File: src/rtl/rsa_modmul.sv
// Modular multiplier (a*b) mod n by MSB-first shift-and-add with conditional subtraction.
// One bit per cycle: WIDTH CALC cycles plus one DONE cycle; start is ignored while not IDLE.
module rsa_modmul #(
    parameter int WIDTH = 16
) (
    input  logic             clk,
    input  logic             rst_n,
    input  logic             start,
    input  logic [WIDTH-1:0] a,
    input  logic [WIDTH-1:0] b,
    input  logic [WIDTH-1:0] n,
    output logic [WIDTH-1:0] result,
    output logic             busy,
    output logic             done,
    output logic             err
);

    localparam int CW = $clog2(WIDTH);

    typedef enum logic [1:0] {
        IDLE,
        CALC,
        DONE
    } state_t;

    state_t           state_q, state_d;
    logic [WIDTH-1:0] a_q, a_d;
    logic [WIDTH-1:0] b_q, b_d;
    logic [WIDTH-1:0] n_q, n_d;
    logic [WIDTH-1:0] p_q, p_d;
    logic [WIDTH-1:0] result_q, result_d;
    logic [CW-1:0]    cnt_q, cnt_d;
    logic             fault_q, fault_d;
    logic             err_q, err_d;

    logic [WIDTH:0]   dbl, dbl_r, sum, sum_r;
    logic [WIDTH-1:0] step;

    // One iteration; the extra top bit keeps the carry of 2P and T+a.
    always_comb begin
        dbl   = {p_q, 1'b0};
        dbl_r = (dbl >= {1'b0, n_q}) ? (dbl - {1'b0, n_q}) : dbl;
        sum   = {1'b0, dbl_r[WIDTH-1:0]} + {1'b0, a_q};
        sum_r = (sum >= {1'b0, n_q}) ? (sum - {1'b0, n_q}) : sum;
        step  = b_q[cnt_q] ? sum_r[WIDTH-1:0] : dbl_r[WIDTH-1:0];
    end

    always_comb begin
        state_d  = state_q;
        a_d      = a_q;
        b_d      = b_q;
        n_d      = n_q;
        p_d      = p_q;
        result_d = result_q;
        cnt_d    = cnt_q;
        fault_d  = fault_q;
        err_d    = err_q;
        case (state_q)
            IDLE: begin
                if (start) begin
                    a_d     = a;
                    b_d     = b;
                    n_d     = n;
                    p_d     = '0;
                    cnt_d   = CW'(WIDTH - 1);
                    fault_d = (n == '0) || (a >= n);
                    state_d = CALC;
                end
            end
            CALC: begin
                p_d = step;
                if (cnt_q == '0) begin
                    // Publish on the way into DONE so result/err are valid with the pulse.
                    result_d = fault_q ? '0 : step;
                    err_d    = fault_q;
                    state_d  = DONE;
                end else begin
                    cnt_d = cnt_q - 1'b1;
                end
            end
            DONE: begin
                state_d = IDLE;
            end
            default: begin
                state_d = IDLE;
            end
        endcase
    end

    always_ff @(posedge clk) begin
        if (!rst_n) begin
            state_q  <= IDLE;
            a_q      <= '0;
            b_q      <= '0;
            n_q      <= '0;
            p_q      <= '0;
            result_q <= '0;
            cnt_q    <= '0;
            fault_q  <= 1'b0;
            err_q    <= 1'b0;
        end else begin
            state_q  <= state_d;
            a_q      <= a_d;
            b_q      <= b_d;
            n_q      <= n_d;
            p_q      <= p_d;
            result_q <= result_d;
            cnt_q    <= cnt_d;
            fault_q  <= fault_d;
            err_q    <= err_d;
        end
    end

    assign result = result_q;
    assign err    = err_q;
    assign busy   = (state_q == CALC);
    assign done   = (state_q == DONE);

endmodule
File: config.mk
export PLATFORM = sky130hd
export DESIGN_NAME = rsa_modmul
export DESIGN_NICKNAME = d
export VERILOG_FILES = /design/src/rtl/rsa_modmul.sv
export SDC_FILE = /design/constraint.sdc
export NUM_CORES = 1
export LEC_CHECK = 0
export ABC_CLOCK_PERIOD_IN_PS = 5700
export CAP_MARGIN = 10
export CELL_PAD_IN_SITES_DETAIL_PLACEMENT = 1
export CELL_PAD_IN_SITES_GLOBAL_PLACEMENT = 1
export CORE_MARGIN = 3
export CORE_UTILIZATION = 39
export DETAILED_ROUTE_END_ITERATION = 8
export GPL_TIMING_DRIVEN = 0
export PLACE_DENSITY = 0.78
export SLEW_MARGIN = 40
export SYNTH_ARGS = -nofsm -noshare
export SYNTH_HDL_FRONTEND = slang
export SYNTH_SLANG_ARGS = --single-unit
File: constraint.sdc
create_clock -name clk -period 5.7 [get_ports clk]
set_input_delay 1.14 -clock clk [delete_from_list [all_inputs] [get_ports clk]]
set_output_delay 1.14 -clock clk [all_outputs]
set_load 0.05 [all_outputs]
==> results by group, run 1 <==
Outcome
  • Outcome: complete, but fails checks
  • Failing checks: setup timing

Place
  • Placed cell count: 1109
  • I/O Buffers: 69
  • DP HPWL: 17800 um
  • RePlAce Congestion: 0.914

Timing
  • Least-Margin Pin Slew: 0.654 ns
  • Final worst setup slack: -0.195 ns
  • Setup TNS: -3.30 ns
  • Tmin final: 5.90 ns
  • Clock skew: 0.00934 ns
  • Period utilization: 1.03
  • Final Max Slew Viols: 0
  • Fmax: 170 MHz
  • RSZ-0062 raised after global routing: yes
  • Final Setup Violations: 31
  • Fin. Hold Viols: 0
  • Rel. slew slack: 0.564

Clocking
  • CTS clk-pin slew, worst paths: 0.07 ns
  • Number of clock sinks: 88
  • CTS Root Cell: clkbuf_16
  • Worst-Skew Late Latency: 0.36 ns
  • Num CTS Buffers: 9
  • Worst-case clock buffer depth: 2
  • CTS tree: done
  • Hold_buf cts: 0
  • Htree depth: 3

Yosys
  • Seq/Total Area, Yosys: 0.263
  • Flops & latches, synth: 88
  • Post-synth top cells: nand2_1 (134), dfxtp_1 (88), ha_1 (65)
  • Largest family of logic cells by synthesized area: compound AO/OA/AOI/OAI gates
  • Largest cells by area after synthesis: dfxtp_1 (26%), ha_1 (12%), nand2_1 (7.5%)
  • Post-synthesis xor/xnor area fraction: 0.0444
  • Top-count cell post-synth: nand2_1
  • Synthesized instance count: 820
  • Avg Cell Area, Syn: 8.18 um2
  • Post-Syn Area: 6710 um2
  • Primary FF master, synth: dfxtp_1
  • Synth Net Count: 939
  • Synth area leader: dfxtp_1
  • Post-synth EDFFs: 0
  • YS warnings: 0
  • Synth cell types: 78
  • Adder-cell share of the synthesized area: 0.130
  • Synth Area in Compound Gates: 0.272
  • Fraction of registers with async set or reset after synthesis: 0
  • Share of the synthesized area in the top cell type: 0.263
  • Post-Synth Simple-Gate Area: 0.191
  • Multiplexer share of the synthesized area: 0.0448

Finish
  • Post-Layout Cell Count: 1174
  • Layout cells sized above 1: 0.223
  • Synth-to-Final Area Change: 36.8%
  • ANT cells: 0
  • Final layout net count: 1068

GRT
  • Met2 Use GR: 0.438
  • Grt ovf: 0
  • GR Layer Usage met1: 0.317
  • Overall Global Routing Usage: 0.253
  • Vias in the first global route: 6872
  • First-pass GRT wire length: 36500 um
  • Initial antenna violation count: 0
  • Met3 Usage GRT: 0.0294
  • GRT busiest layer: met2
  • Largest net degree at the start of global routing: 17

Critical path
  • FF-to-FF End: result[4]
  • Crit path DAT: 6.15 ns
  • Crit end category: register
  • Critical path startpoint category: register
  • Crit Path Max Fanout: 7
  • Slowest CP cell: a311o_1
  • Reg2reg path depth: 26
  • CP bufs+invs: 5
  • RR Startpoint: n_q[12]
  • Critical path's top delay family: compound AO/OA/AOI/OAI gates
  • Critical path endpoint: result[4]
  • Critical path class: register to register
  • Worst R2R Setup Slack: -0.20 ns
  • Critical path depth in cells: 26
  • Worst path required time: 5.95 ns
  • Slowest stage delay, CP: 0.37 ns
  • Setup crit start: n_q[12]

Floorplan
  • Core Box Area: 16700 um2
  • DIE WIDTH: 137 um
  • # rows: 47
  • Starting Density: 0.402
  • Total I/O pin count: 70
  • Die Ht: 137 um
  • Die area: 18800 um2

Detailed routing
  • Drt via density: 5.75
  • Initial DRC Count: 333
  • Wire length per cell: 21.3 um
  • Pre-Repair DR Iteration Count: 5
  • Total wire length: 25000 um
  • Vias: 6747
  • Post-route ant nets: 0
  • Post-route DRC: 0

Job
  • MaxCap Viol Count: 0

Worst hold path
  • Hold Path Class: register to register
-- worst min-delay path, cell delays in order (launching register included) --
cell      delay [ns]
dfxtp_1         0.31
nand2_1         0.05
a21boi_0        0.06
-- per-layer routing --
layer | wire [um] | share of wire
met4 | 826 | 0.033
met2 | 12600 | 0.50
met1 | 10700 | 0.43
met3 | 866 | 0.035
met5 | 0 | 0
-- cell families after synthesis --
kind of cell	after synthesis
multiplexers	23
AO/OA/AOI/OAI	244
AND/OR/NAND/NOR	274
adder cells (fa/ha/maj)	68
buffers and inverters	89
flip-flops	88
XOR/XNOR	34
-- state kept, by name, indices dropped and copies added (netlist names) --
name / cells
n_q: 16
p_q: 16
fault_q: 1
result: 16
cnt_q: 4
b_q: 16
err: 1
a_q: 16
state_q: 2
-- what timing repair did --
action,in CTS,in global routing
setup buffers,28,19
endpoints found under the hold margin,0,0
setup endpoints to repair,32,32
pin swaps,39,38
resized for setup,92,77
cloned,1,1
-- how the worst min path moves through the flow --
stage	cells past startpoint	from	to	slack [ns]
2_1_floorplan	2	b_q[10]	b_q[10]	0.44
3_3_place_gp	2	b_q[14]	b_q[14]	0.45
3_5_place_dp	1	result[4]	result[4]	0.46
4_1_cts	2	n_q[10]	n_q[10]	0.47
5_1_grt	2	n_q[5]	n_q[5]	0.49
6_report	2	n_q[7]	n_q[7]	0.46
-- placed cells by master, fill, tap and decap left out, types with 10 or more instances in the layout --
cell               n
o21a_1            11
ha_1              40
o21ai_0           16
inv_1             47
a21boi_0          49
a21oi_2           10
clkbuf_1          21
clkbuf_16         10
nand2b_1          11
a21o_1            19
dfxtp_1           83
nand2_1          133
nor2_1            32
clkdlybuf4s50_1   69
ha_4              17
a21oi_1           29
nor2b_1           10
buf_4             43
inv_2             11
xnor2_1           22
-- metrics by stage --
stage	hold slack [ns]	instance area [um2]	utilization	setup WS [ns]
after floorplan	0.440	6710	-	0.145
after global placement	0.449	7670	0.459	-1.24
after detailed placement	0.459	7670	0.459	-1.28
after CTS	0.469	8650	0.518	-0.149
after global routing	0.485	9180	0.550	-0.388
final	0.464	9180	0.550	-0.195
-- area by class of cell --
type | instances | area [um2]
plain buffers | 30 | 171
clock buffers | 9 | 225
clock inverters | 7 | 98.8
fillers | 1953 | 7520
inverters | 59 | 224
multi-input cells | 643 | 5330
flip-flops and latches | 88 | 1770
well taps | 220 | 275
repair buffers | 118 | 1090
Power of run 1 is left out: the tool's default activity adds up to more than one toggle a clock period on the data nets, which glitch-free logic cannot reach.
==> run 2, diff against run 1 <==
Settings changed: CORE_MARGIN 3 to 1.5, GPL_TIMING_DRIVEN 0 to 1.
==> results by group, run 2 (same netlist as run 1, synthesis figures left out) <==
Timing
  • Tmin final: 6.14 ns (+0.246 ns)
  • Least-Margin Pin Slew: 0.831 ns (+0.176 ns)
  • RSZ-0062 raised after global routing: yes
  • Setup TNS: -9.90 ns (-6.60 ns)
  • Final Setup Violations: 32 (+3.2%)
  • Fmax: 163 MHz (-4.0%)
  • Final worst setup slack: -0.441 ns (-0.246 ns)
  • Final Max Slew Viols: 0 (unchanged)
  • Fin. Hold Viols: 0 (unchanged)
  • Period utilization: 1.08 (+0.0432)
  • Rel. slew slack: 0.444 (-0.120)
  • Clock skew: 0.00688 ns (-0.00246 ns)

Floorplan
  • DIE WIDTH: 134 um (-2.2%)
  • # rows: 47 (unchanged)
  • Die Ht: 134 um (-2.2%)
  • Die area: 18000 um2 (-4.3%)
  • Starting Density: 0.402 (unchanged)
  • Total I/O pin count: 70 (unchanged)
  • Core Box Area: 16700 um2 (unchanged)

Worst hold path
  • Hold Path Class: register to register
  • HP Start: b_q[8]
  • WHS Endpoint: b_q[8]
  • Hold Path Cell Cnt: 2 (unchanged)

Critical path
  • Worst path required time: 5.97 ns (+0.02 ns)
  • Worst R2R Setup Slack: -0.44 ns (-0.25 ns)
  • Reg2reg path depth: 26 (unchanged)
  • RR Startpoint: n_q[4]
  • Critical path startpoint category: register
  • Crit path DAT: 6.41 ns (+0.26 ns)
  • Critical path class: register to register
  • Crit end category: register
  • Crit Path Max Fanout: 5 (-2)
  • FF-to-FF End: result[4]

Detailed routing
  • Post-route ant nets: 0 (unchanged)
  • Wire length per cell: 25.9 um (+22%)
  • Met3 WL post-DR: 2010 um (+130%)
  • Pre-Repair DR Iteration Count: 5 (unchanged)
  • Initial DRC Count: 522 (+57%)
  • Met2 routed WL: 16400 um (+31%)
  • Metal1 wirelength: 13000 um (+22%)
  • Vias: 7983 (+18%)
  • Max Used Layer: met4
  • Total wire length: 33700 um (+35%)
  • Post-route DRC: 0 (unchanged)
  • Drt via density: 6.14 (+6.9%)

Finish
  • Layout cells sized above 1: 0.350 (+0.127)
  • FILL cells: 1893 (-3.1%)
  • ANT cells: 0 (unchanged)
  • Commonest cells after routing, fill and taps aside: buf_4 (182), nand2_1 (130), dfxtp_1 (84), clkdlybuf4s50_1 (69), a21boi_0 (49)
  • Seq. cell area: 1770 um2 (about the same)
  • Post-Layout Cell Count: 1300 (+11%)
  • Design area: 10500 um2 (+14%)
  • Synth-to-Final Area Change: 56.5%
  • Multi-input gate area: 5600 um2 (+5.1%)
  • Final layout net count: 1194 (+12%)
  • Most common cell after layout, fill and taps aside: buf_4

Place
  • DP HPWL: 20000 um (+12%)
  • I/O Buffers: 69 (unchanged)
  • Placed cell count: 1234 (+11%)
  • RePlAce Congestion: 0.916 (+0.24%)
  • Post-placement cell area: 8700 um2 (+13%)
  • Place WS: -0.704 ns (+0.579 ns)

Clocking
  • CTS Root Cell: clkbuf_16
  • Number of clock sinks: 88 (unchanged)
  • CTS tree: done
  • Worst-case clock buffer depth: 2 (unchanged)
  • Hold_buf cts: 0 (unchanged)
  • Num CTS Buffers: 9 (unchanged)
  • CTS clk-pin slew, worst paths: 0.07 ns (about the same)
  • Htree depth: 3 (unchanged)
  • Worst-Skew Late Latency: 0.37 ns (about the same)

GRT
  • Vias in the first global route: 8214 (+20%)
  • Overall Global Routing Usage: 0.332 (+0.0798)
  • Largest net degree at the start of global routing: 61 (+44)
  • Grt ovf: 0 (unchanged)
  • Initial antenna violation count: 0 (unchanged)
  • First-pass GRT wire length: 45600 um (+25%)

Job
  • MaxCap Viol Count: 0 (unchanged)

Outcome
  • Failing checks: setup timing
  • Outcome: complete, but fails checks
[run 2: changes by cell type in the layout (fill, tap and decap cells not counted), sizes merged]
| cell | change |
|---|---|
| bufinv | -1 |
| clkinvlp | +1 |
| clkbuf | -22 |
| inv | -3 |
| buf | +148 |
| clkinv | +3 |
[run 2: critical path, cell delays in order (launching register included)]
cell and delay, ns:
dfxtp_2 0.35, inv_2 0.05, ha_4 0.21, a21o_1 0.20
a211o_1 0.31, o211ai_2 0.19, nand3_2 0.15, o21ai_4 0.33
buf_6 0.17, mux2i_4 0.25, buf_4 0.16, fa_2 0.21
and2b_2 0.26, o2111ai_4 0.24, nand3b_1 0.19, a31oi_2 0.27
xnor2_1 0.14, ha_1 0.39, nand4_1 0.19, a31oi_2 0.26
o31a_1 0.31, o211ai_4 0.18, buf_6 0.16, buf_6 0.11
buf_4 0.13, a311o_1 0.38, a32o_1 0.26
[run 2: per-layer routing]
layer,GRT usage,vias up
met4,0.178,0
met1,0.382,3952
met3,0.0567,173
met2,0.588,389
met5,0,-
li1,-,3469
[run 2: how the worst max path moves through the flow]
stage	startpoint	endpoint	slack, ns	depth (start not counted)
after detailed placement	n_q[14]	p_q[0]	-0.70	26
after floorplan	n_q[4]	p_q[14]	0.14	27
after CTS	n_q[4]	result[4]	0.005	27
after global placement	n_q[14]	p_q[0]	-0.47	25
after global routing	n_q[4]	result[4]	-0.51	28
final	n_q[4]	result[4]	-0.44	26
[run 2: final cells by class]
cell class	instances	area share
multi-input combinational	643	0.534
sequential	88	0.168
clock inverter	7	0.00799
timing repair buffer	274	0.221
tap	220	0.0262
clock buffer	9	0.0215
inverter	59	0.0213
[run 2: per-stage QoR]
step	utilization	hold slack, ns
6_report	0.628	0.466
5_1_grt	0.628	0.491
4_1_cts	0.588	0.469
3_5_place_dp	0.521	0.451
3_3_place_gp	0.520	0.446
2_1_floorplan	-	0.440
[run 2: what timing repair did]
item	4_1_cts	5_1_grt
setup endpoints to repair	32	32
buffers inserted	37	21
pin swaps	55	62
resized for setup	103	107
Power of run 2 is left out for the same reason.
